===== src/rtl/alu_muldiv_seq_pkg.sv =====
// Shared ALU function codes and sequencer state encodings.
// Used by the multiply/divide sequencer and by the ALU decoder.
package alu_muldiv_seq_pkg;

  localparam logic [3:0] ALU_AND  = 4'b0000;
  localparam logic [3:0] ALU_OR   = 4'b0001;
  localparam logic [3:0] ALU_ADD  = 4'b0010;
  localparam logic [3:0] ALU_SUB  = 4'b0110;
  localparam logic [3:0] ALU_SOLT = 4'b0111;
  localparam logic [3:0] ALU_NOR  = 4'b1100;

  typedef enum logic [1:0] {
    ST_IDLE = 2'd0,
    ST_RUN  = 2'd1,
    ST_DONE = 2'd2
  } state_t;

  // Reference behaviour of the shared ALU for a given function code.
  function automatic logic [31:0] alu_eval(input logic [3:0] ctl,
                                           input logic [31:0] a,
                                           input logic [31:0] b);
    logic [31:0] r;
    r = '0;
    case (ctl)
      ALU_AND:  r = a & b;
      ALU_OR:   r = a | b;
      ALU_ADD:  r = a + b;
      ALU_SUB:  r = a - b;
      ALU_SOLT: r = {31'd0, $signed(a) < $signed(b)};
      ALU_NOR:  r = ~(a | b);
      default:  r = '0;
    endcase
    return r;
  endfunction

endpackage


===== src/rtl/muldiv_step.sv =====
// One shift-add (MULTU) or restoring shift-subtract (DIVU) iteration.
// Purely combinational; the adder/subtractor lives in the shared ALU.
module muldiv_step
  import alu_muldiv_seq_pkg::*;
(
  input  logic [31:0] hi,
  input  logic [31:0] lo,
  input  logic [31:0] opnd,
  input  logic        div,
  input  logic [31:0] alu_result,
  output logic [31:0] next_hi,
  output logic [31:0] next_lo,
  output logic [31:0] alu_op1,
  output logic [31:0] alu_op2,
  output logic [3:0]  alu_control
);

  logic [31:0] rem;
  logic        top;
  logic        carry;

  always_comb begin
    rem         = {hi[30:0], lo[31]};
    top         = hi[31];
    carry       = 1'b0;
    alu_op1     = hi;
    alu_op2     = opnd;
    alu_control = ALU_ADD;
    next_hi     = hi;
    next_lo     = lo;
    if (div) begin
      alu_op1     = rem;
      alu_control = ALU_SUB;
      // A set top bit means the 33-bit partial remainder already exceeds any divisor.
      if (top || (rem >= opnd)) begin
        next_hi = alu_result;
        next_lo = {lo[30:0], 1'b1};
      end else begin
        next_hi = rem;
        next_lo = {lo[30:0], 1'b0};
      end
    end else begin
      carry = (alu_result < hi);
      if (lo[0]) begin
        {next_hi, next_lo} = {carry, alu_result, lo[31:1]};
      end else begin
        {next_hi, next_lo} = {1'b0, hi, lo[31:1]};
      end
    end
  end

endmodule


===== src/rtl/alu_muldiv_seq.sv =====
// 32-iteration MULTU/DIVU sequencer borrowing the shared ALU while busy.
// Divide-by-zero short-circuits straight to DONE with HI=dividend, LO=all ones.
module alu_muldiv_seq
  import alu_muldiv_seq_pkg::*;
(
  input  logic        i_clk,
  input  logic        i_rst_n,
  input  logic        i_start,
  input  logic        i_div,
  input  logic [31:0] i_rs,
  input  logic [31:0] i_rt,
  output logic [31:0] o_alu_op1,
  output logic [31:0] o_alu_op2,
  output logic [3:0]  o_alu_control,
  input  logic [31:0] i_alu_result,
  output logic        o_busy,
  output logic        o_done,
  output logic        o_dz,
  output logic [31:0] o_hi,
  output logic [31:0] o_lo
);

  state_t      state_q, state_d;
  logic [4:0]  cnt_q;
  logic        div_q;
  logic        dz_q;
  logic [31:0] hi_q, lo_q, opnd_q;
  logic [31:0] step_hi, step_lo, step_op1, step_op2;
  logic [3:0]  step_ctl;
  logic        dz_start;

  assign dz_start = i_div && (i_rt == 32'd0);

  muldiv_step u_step (
    .hi          (hi_q),
    .lo          (lo_q),
    .opnd        (opnd_q),
    .div         (div_q),
    .alu_result  (i_alu_result),
    .next_hi     (step_hi),
    .next_lo     (step_lo),
    .alu_op1     (step_op1),
    .alu_op2     (step_op2),
    .alu_control (step_ctl)
  );

  always_ff @(posedge i_clk or negedge i_rst_n) begin
    if (!i_rst_n) begin
      state_q <= ST_IDLE;
    end else begin
      state_q <= state_d;
    end
  end

  always_comb begin
    state_d       = state_q;
    o_busy        = 1'b0;
    o_done        = 1'b0;
    o_dz          = 1'b0;
    o_alu_op1     = 32'd0;
    o_alu_op2     = 32'd0;
    o_alu_control = ALU_AND;
    case (state_q)
      ST_IDLE: begin
        if (i_start) begin
          state_d = dz_start ? ST_DONE : ST_RUN;
        end
      end
      ST_RUN: begin
        o_busy        = 1'b1;
        o_alu_op1     = step_op1;
        o_alu_op2     = step_op2;
        o_alu_control = step_ctl;
        if (cnt_q == 5'd31) begin
          state_d = ST_DONE;
        end
      end
      ST_DONE: begin
        o_busy  = 1'b1;
        o_done  = 1'b1;
        o_dz    = dz_q;
        state_d = ST_IDLE;
      end
      default: state_d = ST_IDLE;
    endcase
  end

  always_ff @(posedge i_clk or negedge i_rst_n) begin
    if (!i_rst_n) begin
      cnt_q  <= 5'd0;
      div_q  <= 1'b0;
      dz_q   <= 1'b0;
      hi_q   <= 32'd0;
      lo_q   <= 32'd0;
      opnd_q <= 32'd0;
    end else begin
      case (state_q)
        ST_IDLE: begin
          if (i_start) begin
            div_q  <= i_div;
            opnd_q <= i_rt;
            cnt_q  <= 5'd0;
            dz_q   <= dz_start;
            hi_q   <= dz_start ? i_rs : 32'd0;
            lo_q   <= dz_start ? 32'hFFFF_FFFF : i_rs;
          end
        end
        ST_RUN: begin
          hi_q  <= step_hi;
          lo_q  <= step_lo;
          cnt_q <= cnt_q + 5'd1;
        end
        default: ;
      endcase
    end
  end

  assign o_hi = hi_q;
  assign o_lo = lo_q;

endmodule


===== config.mk =====
export PLATFORM = sky130hd
export DESIGN_NAME = alu_muldiv_seq
export DESIGN_NICKNAME = d
export VERILOG_FILES = /design/src/rtl/alu_muldiv_seq_pkg.sv /design/src/rtl/muldiv_step.sv /design/src/rtl/alu_muldiv_seq.sv
export SDC_FILE = /design/constraint.sdc
export NUM_CORES = 1
export LEC_CHECK = 0
export CORE_MARGIN = 2
export CORE_UTILIZATION = 23
export DETAILED_ROUTE_END_ITERATION = 8
export MAX_ROUTING_LAYER = met4
export PLACE_DENSITY = 0.43
export SLEW_MARGIN = 20
export SYNTH_ARGS = -nofsm -noshare
export SYNTH_HDL_FRONTEND = slang
export SYNTH_SLANG_ARGS = --single-unit

===== constraint.sdc =====
create_clock -name i_clk -period 6.25 [get_ports i_clk]
set_input_delay 1.25 -clock i_clk [delete_from_list [all_inputs] [get_ports i_clk]]
set_output_delay 1.25 -clock i_clk [all_outputs]
set_load 0.05 [all_outputs]

==> results.yml <==
global_route:
  grt_overflow: 0
  busiest_layer: "met2"
  grt_pass1_vias: 7800
  grt_max_degree: 66
  use_met2_pct: 26.9
  grt_first_pass_wirelength_mm: 49.5
  grt.met1_usage_pct: 26.0
  grt.total_usage_pct: 18.3
  antenna_found_initial: 1
  use_met3_pct: 3.16
timing:
  max_clock_freq_mhz: 213
  setup_viol: 0
  period_share_pct: 75.3
  max_slew_margin_pct: 32.7
  finalMaxSlewViolations: 0
  finalHoldViolCount: 0
  rsz0062_at_grt: "false"
  tightest_slew_ns: 1.00
  tns_ns: 0
  fin_crit_ns: 4.70
  whs_ns: 0.520
  fin_skew_ns: 0.0122
power:
  power_frac_clock_pct: 8.4
  leakage_nw: 4.75
  p_int_mw: 3.21
  seq_power_share_pct: 21.3
  power_switching_mw: 4.01
  swShare_pct: 55.5
  combPwrFrac_pct: 70.3
  power_density_nw_per_um2: 647
  ir_drop_mv: 0.273
die:
  io-pin-count: 235
  die_w_um: 192
  core.rowCount: 68
  core_area_um2: 34700
  die_y_um: 192
  initial_core_util_pct: 23.5
  dieArea_um2: 37000
cts:
  cts_tree: "yes"
  cts.reportedPaths.clkPinSlew_ns: 0.07
  clk_latency_ns: 0.36
  cts_setup_buffers: 0
  hold_buffers: 0
  cts-root-buf: "clkbuf_16"
  cts-htree-levels: 3
  cts_buffers: 9
  ctsResizeCount: 0
  cts_sinks: 105
  cts_buffer_depth: 2
min_path:
  hold_class: "reg -> reg"
yosys:
  ys.flop_type: "dfrtp_1"
  synth_edf_count: 0
  synthArstFlopShare_pct: 100
  ys_warn_count: 0
  seq_area_frac_synth_pct: 32.2
  synth_cell_types: 50
  syn_area_per_cell_um2: 8.67
  synth-seq-cells: 105
  netlist_area_um2: 8150
  synthCells: 940
final_layout:
  multi_input_area_um2: 5010
  drive_above_1_share_pct: 8.45
  final_common_cell: "clkdlybuf4s50_1"
  regArea_um2: 2630
  layout_common_cells: "clkdlybuf4s50_1, a21oi_1, dfrtp_1"
  nets: 1299
  area_growth_pct: 37.0
  fillers: 3692
  final_area_um2: 11200
worst_setup_path:
  endpoint_kind: "output pin"
  cp_top_family: "buffers and inverters"
  critical_path_class: "reg -> out"
  cp_max_fo: 65
  crit_buf_inv: 3
  worstPathRequired_ns: 5.00
  worstPathCellList: "inv_1, ha_1, clkinv_2, nor2_1, clkdlybuf4s50_1"
  arrival_ns: 3.45
  cpMaxStageDelayCell: "clkdlybuf4s50_1"
  slowest_delay_ns: 0.85
  worst_setup_path_start_kind: "flop"
detailed_routing:
  vias: 7745
  first_iter_violations: 332
  wl_mm: 32.8
  drc_errors: 0
  drt_first_pass_iters: 4
  viasPerCell: 4.86
  drtAntennaViolNets: 0
  wl_per_cell_um: 20.6
run_status:
  outcome: "complete, no violations"
placement:
  routabilityCongestion: 0.781
  post_dp_cell_area_um2: 10900
  numPortBuffers: 232
  hpwlAfterDp_mm: 24.2
job:
  cap_violations: 0
flip-flops by register name (all words and copies together) (netlist names):
name	cells
opnd_q	32
dz_q	1
state_q	2
o_hi	32
o_lo	32
div_q	1
cnt_q	5
cell usage after synthesis (3+ instances only):
library cell    n  area share (%)
a211o_1         3            0.32
a211oi_1        3            0.28
a21o_1          4            0.37
a21oi_1       120             7.4
a221oi_1        6            0.64
a221oi_2       26             4.8
a22o_1          3            0.32
and2_1          6            0.46
buf_1          11            0.51
buf_2           9            0.55
buf_4           3            0.28
buf_6           3            0.41
clkbuf_1       39             1.8
dfrtp_1       105              32
ha_1           68              10
inv_1          67             3.1
mux2_2         31             4.3
mux2i_1        96              12
nand2_1        88             4.1
nand2b_1        3            0.23
nand3_1         5            0.31
nand4_1        11            0.84
nor2_1         76             3.5
nor2b_1         3            0.23
nor4_1          9            0.69
o211ai_1        4            0.37
o21ai_0        46             2.8
o21ai_1        37             2.3
o22ai_1        31             2.4
area by class of cell:
| cell class | instances | area share, % |
|---|---|---|
| multi-input combinational | 703 | 44.8 |
| sequential | 105 | 23.6 |
| timing repair buffer | 244 | 21.6 |
| tap | 455 | 5.10 |
| inverter | 68 | 2.30 |
| clock buffer | 10 | 2.05 |
| clock inverter | 6 | 0.605 |
| antenna | 1 | 0.0224 |
per-stage QoR:
step	util, %	worst slack (ns)	cells	power (mW)
2_1_floorplan	-	2.68	941	5.05
3_3_place_gp	31.3	1.90	1575	6.65
3_5_place_dp	31.3	1.83	1575	6.69
4_1_cts	32.2	1.47	1591	7.32
5_1_grt	32.2	1.22	1592	7.78
6_report	32.2	1.55	1592	7.23
worst reg2reg max path, cell delays in order (launching register included):
cell and delay (ns):
dfrtp_1 0.40, inv_1 0.08, ha_1 0.54, clkinv_2 0.84, buf_4 0.58, o21a_4 0.48, nor2_4 0.78, a21oi_1 0.17
a21oi_1 0.19, a221oi_2 0.06
cell families after synthesis:
logic type               Yosys count  share of synthesized area, %
other                              1                        0.0460
AND/OR/NAND/NOR                  212                          11.4
flip-flops                       105                          32.2
adder cells (fa/ha/maj)           68                          10.4
buffers and inverters            133                          6.67
AO/OA/AOI/OAI                    294                          23.2
multiplexers                     127                          16.1
power by group through the flow:
| stage | sequential [mW] | clock, mW | combinational, mW |
|---|---|---|---|
| final | 1.54 | 0.609 | 5.08 |
| after global routing | 1.61 | 0.658 | 5.51 |
| after CTS | 1.55 | 0.638 | 5.14 |
| after detailed placement | 1.56 | 0 | 5.13 |
| after global placement | 1.56 | 0 | 5.09 |
| after floorplan | 1.99 | 0 | 3.07 |
worst paths after layout:
path                            start      endpoint  slack (ns)  depth (start not counted)
setup / recovery           state_q[1]  o_alu_op2[6]        1.55                          5
max in group asynchronous     i_rst_n       o_lo[0]        3.96                          2
setup reg to reg           state_q[1]       o_hi[7]        1.99                          9
hold reg to reg                  dz_q          dz_q        0.52                          2
min in group asynchronous     i_rst_n      o_lo[10]        0.95                          1
hold / removal                   dz_q          dz_q        0.52                          2
routing by layer:
| metal | vias to the layer above | part of all wire (%) |
|---|---|---|
| met4 | 0 | 1.6 |
| met5 | - | 0 |
| met1 | 3775 | 50 |
| li1 | 3773 | - |
| met2 | 170 | 44 |
| met3 | 27 | 4.6 |
Power figures use the tool's default switching activity.
